[src/rtl/pipe_stage_skid_reg.sv]
// Generic pipeline stage register: valid/ready handshake, 2-entry skid
// buffer, flush-to-bubble, control field split from data.
// Ports: clk_i, rst_i (sync, active-high), flush_i;
//   upstream valid_i/ready_o/data_i/ctrl_i;
//   downstream valid_o/ready_i/data_o/ctrl_o.
// Optional PIPE_STAGE_PERF_EN: adds stall_cnt_o/flush_cnt_o (saturating).
module pipe_stage_skid_reg #(
  parameter int DATA_W = 32,
  parameter int CTRL_W = 8
) (
  input  logic              clk_i,
  input  logic              rst_i,
  input  logic              flush_i,
  input  logic              valid_i,
  output logic              ready_o,
  input  logic [DATA_W-1:0] data_i,
  input  logic [CTRL_W-1:0] ctrl_i,
  output logic              valid_o,
  input  logic              ready_i,
  output logic [DATA_W-1:0] data_o,
  output logic [CTRL_W-1:0] ctrl_o
`ifdef PIPE_STAGE_PERF_EN
  ,
  output logic [31:0]       stall_cnt_o,
  output logic [31:0]       flush_cnt_o
`endif
);

  typedef enum logic [1:0] {
    EMPTY = 2'd0,
    ONE   = 2'd1,
    FULL  = 2'd2
  } state_t;

  state_t state;
  state_t state_nxt;

  logic [DATA_W-1:0] main_data;
  logic [CTRL_W-1:0] main_ctrl;
  logic [DATA_W-1:0] skid_data;
  logic [CTRL_W-1:0] skid_ctrl;

  logic xfer_in;
  logic xfer_out;
  logic ld_main_in;
  logic ld_main_skid;
  logic ld_skid;
  logic clr_ctrl;

  assign xfer_in  = valid_i & ready_o;
  assign xfer_out = valid_o & ready_i;

  always_ff @(posedge clk_i) begin
    if (rst_i) state <= EMPTY;
    else       state <= state_nxt;
  end

  always_comb begin
    state_nxt = state;
    if (flush_i) begin
      state_nxt = EMPTY;
    end else begin
      unique case (state)
        EMPTY: if (valid_i) state_nxt = ONE;
        ONE: begin
          if (xfer_in && !xfer_out)
            state_nxt = FULL;
          else if (!xfer_in && xfer_out)
            state_nxt = EMPTY;
        end
        FULL: if (xfer_out) state_nxt = ONE;
        default: state_nxt = EMPTY;
      endcase
    end
  end

  // ready_o/valid_o come straight from the state register, so there is
  // no combinational path from ready_i to ready_o.
  always_comb begin
    ready_o      = (state != FULL);
    valid_o      = (state != EMPTY);
    ld_main_in   = 1'b0;
    ld_main_skid = 1'b0;
    ld_skid      = 1'b0;
    clr_ctrl     = flush_i;
    if (!flush_i) begin
      unique case (state)
        EMPTY: ld_main_in = valid_i;
        ONE: begin
          ld_main_in = xfer_in & xfer_out;
          ld_skid    = xfer_in & ~xfer_out;
          clr_ctrl   = ~xfer_in & xfer_out;
        end
        FULL: ld_main_skid = xfer_out;
        default: clr_ctrl = 1'b1;
      endcase
    end
  end

  // main_ctrl is zeroed whenever the stage goes empty, so ctrl_o is a
  // plain register that already reads 0 while invalid.
  always_ff @(posedge clk_i) begin
    if (rst_i) begin
      main_data <= '0;
      main_ctrl <= '0;
      skid_data <= '0;
      skid_ctrl <= '0;
    end else begin
      if (ld_main_in) begin
        main_data <= data_i;
        main_ctrl <= ctrl_i;
      end else if (ld_main_skid) begin
        main_data <= skid_data;
        main_ctrl <= skid_ctrl;
      end else if (clr_ctrl) begin
        main_ctrl <= '0;
      end
      if (ld_skid) begin
        skid_data <= data_i;
        skid_ctrl <= ctrl_i;
      end
    end
  end

  assign data_o = main_data;
  assign ctrl_o = main_ctrl;

`ifdef PIPE_STAGE_PERF_EN
  logic [31:0] stall_cnt;
  logic [31:0] flush_cnt;

  always_ff @(posedge clk_i) begin
    if (rst_i) begin
      stall_cnt <= '0;
      flush_cnt <= '0;
    end else begin
      if (valid_o && !ready_i && !flush_i
          && stall_cnt != 32'hFFFF_FFFF)
        stall_cnt <= stall_cnt + 32'd1;
      if (flush_i && state != EMPTY
          && flush_cnt != 32'hFFFF_FFFF)
        flush_cnt <= flush_cnt + 32'd1;
    end
  end

  assign stall_cnt_o = stall_cnt;
  assign flush_cnt_o = flush_cnt;
`endif

endmodule

[config.mk]
export PLATFORM = sky130hd
export DESIGN_NAME = pipe_stage_skid_reg
export DESIGN_NICKNAME = d
export VERILOG_FILES = /design/src/rtl/pipe_stage_skid_reg.sv
export SDC_FILE = /design/constraint.sdc
export NUM_CORES = 1
export LEC_CHECK = 0
export CAP_MARGIN = 5
export CELL_PAD_IN_SITES_DETAIL_PLACEMENT = 1
export CELL_PAD_IN_SITES_GLOBAL_PLACEMENT = 1
export CORE_ASPECT_RATIO = 1.5
export CORE_MARGIN = 2
export CORE_UTILIZATION = 32
export DETAILED_ROUTE_END_ITERATION = 7
export PLACE_DENSITY_LB_ADDON = 0.1
export SYNTH_ARGS = -nofsm -noshare
export SYNTH_HDL_FRONTEND = slang
export SYNTH_SLANG_ARGS = --single-unit
[constraint.sdc]
create_clock -name clk_i -period 2.3 [get_ports clk_i]
set_clock_uncertainty 0.05 [all_clocks]
set_input_delay 0.46 -clock clk_i [delete_from_list [all_inputs] [get_ports clk_i]]
set_output_delay 0.46 -clock clk_i [all_outputs]
set_load 0.01 [all_outputs]
# Word-level counts from Yosys, hierarchy flattened
# Index checks and enable logic that the tools add are counted.
dict set report classes {
  n_eq_ne 6
  n_mux 18
  bitwise 7
  reduce_logical 11
}
# cell count
set op_table {}
lappend op_table {{2-to-1 mux 32 bit} 2}
lappend op_table {{2-to-1 mux 8 bit} 3}
lappend op_table {{2-to-1 mux 2 bit} 4}
lappend op_table {{2-to-1 mux 1 bit} 6}
lappend op_table {{!= test 2 bit (second input constant)} 3}
lappend op_table {{one-hot mux 2 bit (3 select lines)} 1}
lappend op_table {{bitwise AND 1 bit} 5}
lappend op_table {{one-hot mux 1 bit (2 select lines)} 2}
lappend op_table {{nonzero test 2 bit} 2}
lappend op_table {{OR reduction 2 bit} 2}
lappend op_table {{!= test 3 bit (second input constant)} 1}
lappend op_table {{AND reduction 3 bit} 1}
lappend op_table {{nonzero test 3 bit} 1}
lappend op_table {{equality test 2 x 1 -> 1 bit (second input constant)} 1}
lappend op_table {{equality test 2 bit (second input constant)} 1}
lappend op_table {{logical AND 1 bit} 2}
lappend op_table {{zero test 1 bit} 2}
lappend op_table {{zero test 2 bit} 1}
lappend op_table {{NOT 1 bit} 2}
dict set report totals {
  register_bits 82
  in_bits 45
  out_inout_bits 42
  word_cells 47
}

# Depth between registers and ports, before layout
# Gate-level depths: netlist of the first run.
dict set report depth {
  word_depth 9
  ltp_mapped 10
  mapped_depth_nobuf 7
}

# Worst setup path before layout of the first run
# Ideal clock, no wire load.
dict set report synth_timing {
  kind {flip-flop to flip-flop}
  start {register state[0]}
  end {register main_ctrl[0], in the netlist ctrl_o[0]}
  setup_time_ns 0.103
  arrival_time_ns 2.408
  t_required_ns 2.147
  setup_slack_ns -0.262
  path_stages_with_launch 10
  n_path_buf 3
  synth_period_minus_slack_ns 2.562
  path_cell_list {dfxtp_1 buf_4 clkbuf_1 or2_2 and2_1 ha_1 or3b_1 clkbuf_2 o32a_4 a2111oi_2}
}
dict set report synth_via {
  elab_cells_between_ends 20
  cone_classes {eq/ne (3); mux (8); bitwise (5); reduce/logical (4)}
}
# element line_no
set synth_rtl {}
lappend synth_rtl {{start: declaration} 35} ;# state_t state;
lappend synth_rtl {{start signal: assignment} 55} ;# else state <= state_nxt;
lappend synth_rtl {{nonzero test 2 bit (*)} 81} ;# valid_o = (state != EMPTY);
lappend synth_rtl {{via valid_o} 18} ;# output logic valid_o,
lappend synth_rtl {{bitwise AND 1 bit (*)} 51} ;# assign xfer_out = valid_o & ready_i;
lappend synth_rtl {{bitwise AND 1 bit (tied with other cells)} 90} ;# ld_main_in = xfer_in & xfer_out;
lappend synth_rtl {{one-hot mux 1 bit (2 select lines) / 2-to-1 mux 1 bit (equally long branches)} {87, 86}}
lappend synth_rtl {{2-to-1 mux 1 bit / 2-to-1 mux 8 bit (equally long branches)} {86, 112}}
lappend synth_rtl {{nonzero test 3 bit (no line) / 2-to-1 mux 8 bit (equally long branches)} --}
lappend synth_rtl {{end signal: assignment} 111} ;# main_ctrl <= ctrl_i;
lappend synth_rtl {{end signal: assignment} 114} ;# main_ctrl <= skid_ctrl;
lappend synth_rtl {{end: declaration} 39} ;# logic [CTRL_W-1:0] main_ctrl;
# Mark *: on every way through the listed nets, which the timed path passes. The rest lies on a longest branch.
# A chain may end at the register's enable or synchronous reset.

# Final worst setup path of the first run
dict set report layout_timing {
  start {register state[1]}
  end {register main_ctrl[2], in the netlist ctrl_o[2]}
}
dict set report layout_via {
  elab_chain_cells 7
  elab_cells_between_ends 20
  cone_classes {eq/ne (3); mux (8); bitwise (5); reduce/logical (4)}
}
# element line_no
set layout_lines {}
lappend layout_lines {{!= test 2 bit} 80} ;# ready_o = (state != FULL);
lappend layout_lines {{bitwise AND 1 bit} 50} ;# assign xfer_in = valid_i & ready_o;
lappend layout_lines {{NOT 1 bit} 92} ;# clr_ctrl = ~xfer_in & xfer_out;
lappend layout_lines {{bitwise AND 1 bit} 92}
lappend layout_lines {{one-hot mux 1 bit (2 select lines)} 87} ;# unique case (state)
lappend layout_lines {{2-to-1 mux 1 bit} 86} ;# if (!flush_i) begin
lappend layout_lines {{nonzero test 3 bit (no line)} --}
# Parallel ways exist; a longest one is shown, timed or not.

==> summary.md, run 1 <==
| Metric | Value |
|---|---|
| Port buffer count | 86 |
| Vias in the first global route | 3617 |
| First-pass GRT wire length | 18.8 mm |
| CP Class | flip-flop to flip-flop |
| CTS Hold Buffers Added | 0 |
| # diodes | 0 |
| Mapped Nets | 452 |
| Core ar. | between 10000 and 15000 um^2 |
| Final Max Slew Viols | 0 |
| Die Ht | 133 um |
| Tmin final | 2210 ps |
| Placed cell area | 4720 um^2 |
| Initial core utilization | 32.5% |
| Count of cell types in the netlist | 34 |
| Crit-path max cell delay | about 400 ps |
| Arr. time, crit path | 2400 ps |
| Total gr overflow | 0 |
| Pwr Density | 651 nW/um^2 |
| Ys async rst share | 0% |
| DR WL/cell | around 18 um |
| Slew of the pin with the lowest slew margin | between 600 and 700 ps |
| GRT Util Overall | 19.5% |
| Dpl ws | -224 ps |
| Clock buffer depth | 2 |
| Synthesized area | 3550 um^2 |
| Top post-synthesis cells by count | dfxtp_1, nand2_1, a21oi_1 |
| CTS tree | yes |
| Clock transition at path regs | 60 ps |
| Fin util | 46.4% |
| Flop-to-flop setup slack | 90 ps |
| Design Area, Final | 5070 um^2 |
| Total CTS buffers | 9 |
| Max Fanout on Critical Path | 8 |
| Syn Area/Cell | 8.79 um^2 |
| H-tree levels | 3 |
| Chip width | 90.0 um |
| GP Congestion | 0.694 |
| Yosys top cell by area | dfxtp_1 |
| CTS root buffer | clkbuf_16 |
| Clk_lat worst skew | 330 ps |
| Post-DRT Antenna Nets | 0 |
| Die area | 12000 um^2 |
| Dpl hpwl | 7.50 mm |
| Main area contributors after synthesis | dfxtp_1, a21oi_1, a32oi_1 |
| Slowest stage cell, crit path | or3b_4 |
| Nets@finish | 531 |
| CP Cell Sequence | or2b_1 -> and2_4 -> ha_2 -> or3b_4 -> o32a_4 -> a2111oi_4 |
| Max Fclk | 452 MHz |
| Post-synth EDFFs | 0 |
| Setup crit end kind | flip-flop |
| # IOs | slightly below 90 |
| Clock tree sinks | 82 |
| Max-slew headroom | ~57% |
| Vias per cell | 5.48 |
| Post-route DRC violation count | 0 |
| Area growth syn-to-layout | 42.9% |
| Final Hold Vio Count | 0 |
| Worst setup margin | 87.4 ps |
| Final period util | roughly 96% |
| Largest net degree at the start of global routing | 55 |
| Startpoint Class | flip-flop |
| Iter 0 DRT Violations | 135 |
| Yosys reg bits | a little over 80 |
| YS warnings | 0 |
| Drt pass-1 iters | 4 |
| Worst VDD drop | between 0.4 and 0.5 mV |
| Lkg Pwr | 1.60 nW |
| DR vias | 3479 |
| Final setup fails | 0 |
| Hold Crit Class | flip-flop to flip-flop |
| Ys flop type | dfxtp_1 |
| Register area share after synthesis | 46.2% |
| Max cap viols | 0 |
| Share of cells above drive strength 1 | approximately 14% |
| Mapped Cells | between 400 and 500 |
| Top-area cell type share of the netlist area | 46.2% |
| Total power | between 3 and 4 mW |
| Routed WL | 11.6 mm |
| # rows | 47 |
| Antenna violations before repair | 0 |
| Status | finished, final reports clean |
| Most frequent cell after synthesis | dfxtp_1 |
| Worst EP required | between 2000 and 2500 ps |
==> power by group <==
part / switching, mW / total (mW) / internal, mW
sequential: 0.0292 / 1.50 / 1.47
combinational: 0.238 / 0.486 / 0.249
clock: 0.563 / 1.32 / 0.757
total: 0.830 / 3.30 / 2.47
==> final timing paths <==
kind | from | endpoint | depth (start not counted)
setup / recovery | state[1] | ctrl_o[2] | 6
hold / removal | skid_data[13] | skid_data[13] | 2
setup reg to reg | state[1] | ctrl_o[2] | 6
hold reg to reg | skid_data[13] | skid_data[13] | 2
==> state kept, by name, summed over array words and instances, names as in the netlist <==
register,count
ctrl_o,8
data_o,32
skid_ctrl,8
skid_data,32
state,2
==> logic make-up (layout without fill, tap and decap cells) <==
logic type	after synthesis	in the layout	synth area share, %
buffers and inverters	48	132	5.74
and+or+nand+nor	113	113	14.7
muxes	3	3	1.02
AOI/OAI and AO/OA	155	155	31.3
DFF	82	82	46.2
adders and majority gates	3	3	1.06
==> through the flow <==
| stage | setup TNS (ps) | std cells | hold slack (ps) |
|---|---|---|---|
| after global routing | -2.54 | 635 | 416 |
| after global placement | -2750 | 618 | 391 |
| final | 0 | 635 | 404 |
| after detailed placement | -5030 | 618 | 397 |
| after CTS | 0 | 634 | 405 |
| after floorplan | -739 | 404 | 386 |
==> worst max-delay path: cells and delay by family (launching register included) <==
kind / cells / cell delay (ps)
simple gates: 3 / 840
fa+ha+maj: 1 / 200
flops: 1 / 340
compound gates: 2 / 680
==> cell usage in the layout, fill, tap and decap left out, types with 2 or more instances in the layout <==
cell type / instances
inv_1: 2
a21oi_1: 72
ha_1: 2
nor2b_1: 2
nor4_1: 8
clkinv_2: 3
nor3_1: 10
buf_12: 7
o211ai_1: 32
a32oi_1: 40
clkbuf_16: 9
nand2_1: 80
a2111oi_2: 2
buf_4: 21
clkdlybuf4s50_1: 84
dfxtp_1: 81
a2111oi_4: 6
and2_4: 2
clkbuf_1: 3
==> repair_timing <==
action	CTS	global route
resized for setup	0	11
buffers inserted	0	1
setup endpoints to repair	0	15
==> cell type report <==
cell class,count,area (um^2)
sequential,82,1640
inverter,2,7.51
fill,1259,5860
clock inverter,3,15.0
timing repair buffer,114,1160
multi-input combinational,274,1820
clock buffer,13,250
tap,147,184
==> layer usage <==
layer	global-route usage (%)	share of wire [%]	vias up
li1	-	-	1665
met1	23.9	42	1714
met2	34.0	52	85
met3	2.85	3.7	15
met4	8.55	2.2	0
met5	0	0	-
(Power assumes the default switching activity.)
==> run 2, diff against run 1 <==
HOLD_SLACK_MARGIN = 0.1   (was default)
clock period = 2.8 ns   (was 2.3 ns; I/O delays follow)
==> run 2 against run 1 <==
Effect of this change:
- sequential power down 18%
- largest power group is now clock
- clock power down 5%
- largest cell class unchanged
- utilization down 1.4 points
- clock-buffer cell count down 2
==> summary.md, run 2 (same netlist as run 1, synthesis figures left out) <==
| Metric | Value |
|---|---|
| Area growth syn-to-layout | 38.6% (was 42.9%) |
| Hold Crit Class | flip-flop to flip-flop (unchanged) |
| Leading cell type in the layout, fill and taps excluded | clkdlybuf4s50_1 (unchanged) |
| Final period util | 84.8% |
| # rows | 47 (unchanged) |
| WHS Path Cells | 2 (unchanged) |
| Dpl hpwl | 7.50 mm (about the same) |
| Dpl ws | 92.7 ps (was -224 ps) |
| Antenna violations before repair | 0 (unchanged) |
| Core ar. | 10900 um^2 (unchanged) |
| Hold path start | skid_data[7] (was skid_data[13]) |
| Met3 wire length | 312 um (was 433 um) |
| Switching power | 0.673 mW (was 0.830 mW) |
| Arr. time, crit path | 2540 ps (was 2400 ps) |
| Drt pass-1 iters | 4 (unchanged) |
| Vias in the first global route | 3571 (was 3617) |
| Share of cells above drive strength 1 | 11.3% (was 13.5%) |
| Clock tree sinks | 82 (unchanged) |
| DR WL/cell | 18.8 um (was 18.2 um) |
| Clock power frac | 44.1% (was 40.0%) |
| DR vias | 3460 (was 3479) |
| # diodes | 0 (unchanged) |
| RSZ-0062 raised after global routing | false |
| Total gr overflow | 0 (unchanged) |
| Max Fclk | ~420 MHz |
| Final Max Slew Viols | 0 (unchanged) |
| R2R Path End | ctrl_o[0] (was ctrl_o[2]) |
| Final setup fails | 0 (unchanged) |
| Startpoint Class | primary input (was flip-flop) |
| CTS Hold Buffers Added | 0 (unchanged) |
| Max Fanout on Critical Path | 8 (unchanged) |
| Seq. cell area | 1640 um^2 (about the same) |
| Worst VDD drop | 0.318 mV (was 0.434 mV) |
| Worst setup margin | 426 ps (was 87.4 ps) |
| Iter 0 DRT Violations | 175 (was 135) |
| Reg power frac | 43.1% (was 45.3%) |
| Die Ht | 133 um (unchanged) |
| Post-route DRC violation count | 0 (unchanged) |
| Final Hold Vio Count | 0 (unchanged) |
| CTS root buffer | clkbuf_16 (unchanged) |
| Top sig layer | met4 (unchanged) |
| Nets@finish | 524 (was 531) |
| Combinational share of power | 12.9% (was 14.7%) |
| Largest net degree at the start of global routing | 83 (was 55) |
| Fin util | 45.0% (was 46.4%) |
| WL met2 | 5.99 mm (was 5.98 mm) |
| Placed cell area | 4620 um^2 (was 4720 um^2) |
| Initial core utilization | 32.5% (unchanged) |
| Port buffer count | 86 (unchanged) |
| Slew of the pin with the lowest slew margin | 659 ps (was 651 ps) |
| CTS tree | yes (unchanged) |
| DRT met1 WL | 5.28 mm (was 4.91 mm) |
| # IOs | 87 (unchanged) |
| CP Class | primary input to flip-flop (was flip-flop to flip-flop) |
| # fillers | 1270 (was 1259) |
| Max-slew headroom | 54.9% (was 56.6%) |
| Post-Route Setup TNS | 0 ps (unchanged) |
| Hold Crit Endpoint | skid_data[7] (was skid_data[13]) |
| Worst EP required | 2970 ps (was 2490 ps) |
| Flop-to-flop setup slack | 510 ps (was 90 ps) |
| Max cap viols | 0 (unchanged) |
| Multi-input logic area | 1730 um^2 (was 1820 um^2) |
| Vias per cell | 5.53 (was 5.48) |
| Status | finished, final reports clean (unchanged) |
| Post_cts resized | 0 (unchanged) |
| Clock buffer depth | 2 (unchanged) |
| Critical R2R Launch | state[0] (was state[1]) |
| Pwr Density | 580 nW/um^2 (was 651 nW/um^2) |
| Setup crit end kind | flip-flop (unchanged) |
| Internal power | 2.18 mW (was 2.47 mW) |
| Worst-case reg-to-reg path depth | 6 (unchanged) |
| Tmin final | 2370 ps |
| Clk_lat worst skew | 330 ps (about the same) |
| Clock transition at path regs | 60 ps (about the same) |
| Lkg Pwr | 1.55 nW (was 1.60 nW) |
| Design Area, Final | 4920 um^2 (was 5070 um^2) |
| Die area | 12000 um^2 (unchanged) |
| Total CTS buffers | 9 (unchanged) |
| GP Congestion | 0.727 (was 0.694) |
| H-tree levels | 3 (unchanged) |
| Chip width | 90.0 um (unchanged) |
| GRT Util Overall | 19.9% (was 19.5%) |
| Most frequent cells in the layout | clkdlybuf4s50_1, dfxtp_1, nand2_1, a21oi_1, a32oi_1 (unchanged) |
| Post-DRT Antenna Nets | 0 (unchanged) |
| Routed WL | 11.8 mm (was 11.6 mm) |
| Hold Slack | 403 ps (was 404 ps) |
| Sw Share | 23.6% (was 25.1%) |
| First-pass GRT wire length | 19.2 mm (was 18.8 mm) |
| Post-CTS Repair Setup Buffers | 0 (unchanged) |
## run 2: cell count changes in the layout (fill, tap and decap cells not counted), sizes merged
cell / delta
dlymetal6s2s: -1
bufinv: +2
clkinv: -2
clkbuf: -2
clkdlybuf4s50: +1
buf: -7
## run 2: per-stage QoR
| stage | power [mW] | instances |
|---|---|---|
| 5_1_grt | 2.96 | 626 |
| 4_1_cts | 2.88 | 626 |
| 3_5_place_dp | 1.63 | 612 |
| 2_1_floorplan | 1.42 | 404 |
| 6_report | 2.86 | 626 |
| 3_3_place_gp | 1.62 | 612 |
## run 2: worst max-delay path, stage by stage
cell,delay [ps]
clkdlybuf4s50_1,490
and2_1,210
ha_1,240
or3b_1,420
o32a_4,290
a2111oi_2,330
## run 2: how the worst max path moves through the flow
stage                  start   endpoint  slack, ps  cells past startpoint
global placement     ready_i  ctrl_o[4]        200                      6
finish               ready_i  ctrl_o[0]        430                      6
detailed placement   ready_i  ctrl_o[0]         90                      6
global route         ready_i  ctrl_o[7]        320                      6
floorplan           state[0]  ctrl_o[0]        240                      9
CTS                  ready_i  ctrl_o[0]        440                      6
## run 2: layout make-up
cell class / count / share of cell area [%]
clock buffer: 11 / 4.93
sequential: 82 / 33.3
inverter: 2 / 0.152
multi-input combinational: 274 / 35.2
timing repair buffer: 107 / 21.3
clock inverter: 3 / 1.32
tap: 147 / 3.74
## run 2: power groups by stage
stage          combinational, mW  clock [mW]  sequential (mW)
2_1_floorplan              0.153           0             1.26
3_3_place_gp               0.363           0             1.26
3_5_place_dp               0.370           0             1.26
4_1_cts                    0.371        1.28             1.23
5_1_grt                    0.395        1.33             1.23
6_report                   0.367        1.26             1.23
## run 2: layer usage
| layer | GRT usage (%) | vias up |
|---|---|---|
| li1 | - | 1653 |
| met1 | 25.3 | 1723 |
| met5 | 0 | - |
| met2 | 34.2 | 68 |
| met3 | 3.70 | 16 |
| met4 | 6.32 | 0 |
==> run 3, diff against run 2 <==
clock period = 2 ns   (was 2.8 ns; I/O delays follow)
==> run 3 against run 2 <==
Effect of this change:
- the flow now finishes with violations (setup timing)
- first-iteration DRC count fell by 26%
- sequential share of layout area fell by 4.0 points
- global-route usage fell by 0.20 points
- setup slack got worse by 640 ps
- critical endpoint is now ctrl_o[1]
- highest routed layer unchanged
==> summary.md, run 3 (same netlist as run 1, synthesis figures left out) <==
| Metric | Value |
|---|---|
| Status | complete, but fails checks (was finished, final reports clean) |
| Violated checks | setup timing |
| Pwr Density | 712 nW/um^2 (was 580 nW/um^2) |
| Most Crowded Layer GR | met2 (unchanged) |
| Iter 0 DRT Violations | 129 (was 175) |
| Total CTS buffers | 9 (unchanged) |
| Reg power frac | 43.3% (was 43.1%) |
| Nets@finish | 553 (was 524) |
| # rows | 47 (unchanged) |
| Tmin final | 2210 ps |
| Max-slew headroom | 62.5% (was 54.9%) |
| Total gr overflow | 0 (unchanged) |
| Placed cell area | 4850 um^2 (was 4620 um^2) |
| Clock power frac | 40.4% (was 44.1%) |
| Switching power | 1.04 mW (was 0.673 mW) |
| Dpl ws | -474 ps (was 92.7 ps) |
| Final Max Slew Viols | 0 (unchanged) |
| GR Layer Usage met1 | 24.1% (was 25.3%) |
| DR vias | 3632 (was 3460) |
| Max Fclk | 452 MHz |
| H-tree levels | 3 (unchanged) |
| Die area | 12000 um^2 (unchanged) |
| DR WL/cell | 18.9 um (was 18.8 um) |
| Initial core utilization | 32.5% (unchanged) |
| CTS tree | yes (unchanged) |
| Design Area, Final | 5600 um^2 (was 4920 um^2) |
| Leading cell type in the layout, fill and taps excluded | clkdlybuf4s50_1 (unchanged) |
| Worst EP required | 2170 ps (was 2970 ps) |
| Antenna violations before repair | 0 (unchanged) |
| Internal power | 2.95 mW (was 2.18 mW) |
| M3 GR Usage | 2.56% (was 3.70%) |
| # diodes | 0 (unchanged) |
| Post-DRT Antenna Nets | 0 (unchanged) |
| Lkg Pwr | 1.86 nW (was 1.55 nW) |
| Total power | 3.98 mW (was 2.86 mW) |
| CP Launch Point | state[1] (was ready_i) |
| Clock tree sinks | 82 (unchanged) |
| Routed WL | 12.4 mm (was 11.8 mm) |
| Clock transition at path regs | 60 ps (about the same) |
| Clk_lat worst skew | 340 ps (was 330 ps) |
| Max cap viols | 0 (unchanged) |
| Vias per cell | 5.53 (about the same) |
| GP Congestion | 0.805 (was 0.727) |
| Dpl hpwl | 7.80 mm (was 7.50 mm) |
| Drt pass-1 iters | 5 (was 4) |
| Area growth syn-to-layout | 57.6% (was 38.6%) |
| Core ar. | 10900 um^2 (unchanged) |
| Vias in the first global route | 3662 (was 3571) |
| Setup crit end kind | flip-flop (unchanged) |
| CP Class | flip-flop to flip-flop (was primary input to flip-flop) |
| Max Fanout on Critical Path | 8 (unchanged) |
| Slew of the pin with the lowest slew margin | 557 ps (was 659 ps) |
| Most frequent cells in the layout | clkdlybuf4s50_1, nand2_1, dfxtp_1, a21oi_1, o211ai_1 (was clkdlybuf4s50_1, dfxtp_1, nand2_1, a21oi_1, a32oi_1) |
| Final Hold Vio Count | 0 (unchanged) |
| Port buffer count | 86 (unchanged) |
| Startpoint Class | flip-flop (was primary input) |
| First-pass GRT wire length | 19.2 mm (about the same) |
| Final setup fails | 40 (was 0) |
| CTS root buffer | clkbuf_16 (unchanged) |
| Clock buffer depth | 2 (unchanged) |
| Critical R2R Launch | state[1] (was state[0]) |
| Hold Crit Class | primary input to flip-flop (was flip-flop to flip-flop) |
| Met2 usage | 35.5% (was 34.2%) |
| GRT Util Overall | 19.7% (was 19.9%) |
| Die Ht | 133 um (unchanged) |
| Combinational share of power | 16.4% (was 12.9%) |
| RSZ-0062 raised after global routing | true (was false) |
| Final period util | 111% |
| Worst setup margin | -212 ps (was 426 ps) |
| Largest net degree at the start of global routing | 33 (was 83) |
| Post-Route Setup TNS | -4680 ps (was 0 ps) |
| # IOs | 87 (unchanged) |
| Post-route DRC violation count | 0 (unchanged) |
| Chip width | 90.0 um (unchanged) |
| Arr. time, crit path | 2380 ps (was 2540 ps) |
| Hold path start | rst_i (was skid_data[7]) |
| Sw Share | 26.0% (was 23.6%) |
| Share of cells above drive strength 1 | 22.9% (was 11.3%) |
| Worst VDD drop | 0.434 mV (was 0.318 mV) |
-- run 3: final cells by class --
type | count | area [um^2]
Timing Repair Buffer | 135 | 1450
Sequential cell | 82 | 1640
Multi-Input combinational cell | 275 | 2020
Clock buffer | 11 | 253
Fill cell | 1220 | 5340
Tap cell | 147 | 184
Clock inverter | 5 | 37.5
Inverter | 2 | 7.51
-- run 3: worst max-delay path: stages, from the launching register on --
cell,delay (ps)
dfxtp_2,320
buf_6,110
or2_4,240
and2_4,180
ha_4,160
or3b_4,390
o32a_4,300
a2111oi_2,340
-- run 3: what timing repair did --
item                       in CTS  in global routing
hold endpoints to repair        0                  0
setup endpoints to repair      40                 60
pin swaps                       2                 12
buffers inserted                3                  1
gates resized for setup        15                 34
hold buffers                    0                  0
cloned                          1                  4
-- run 3: through the flow --
| stage | cells | hold WS, ps | util [%] |
|---|---|---|---|
| 2_1_floorplan | 404 | 386 | - |
| 3_3_place_gp | 632 | 391 | 44.3 |
| 3_5_place_dp | 632 | 398 | 44.3 |
| 4_1_cts | 652 | 383 | 47.9 |
| 5_1_grt | 657 | 406 | 51.2 |
| 6_report | 657 | 396 | 51.2 |
-- run 3: power groups by stage --
| stage | logic (mW) | clock network, mW | registers, mW |
|---|---|---|---|
| 6_report | 0.652 | 1.61 | 1.72 |
| 5_1_grt | 0.696 | 1.71 | 1.73 |
| 4_1_cts | 0.577 | 1.65 | 1.72 |
| 3_5_place_dp | 0.555 | 0 | 1.76 |
| 3_3_place_gp | 0.549 | 0 | 1.76 |
| 2_1_floorplan | 0.233 | 0 | 1.77 |
-- run 3: path summary, 6_finish.rpt --
kind / to / slack [ps] / cells past startpoint
setup / recovery: ctrl_o[1] / -210 / 7
hold / removal: skid_data[9] / 400 / 2
setup reg to reg: ctrl_o[1] / -210 / 7
hold reg to reg: skid_ctrl[4] / 410 / 2
-- run 3: per-layer routing --
metal  part of all wire, %  up-vias
met1                    40     1803
met5                     0        -
met2                    55       93
met3                   4.0        9
li1                      -     1727
met4                   1.1        0
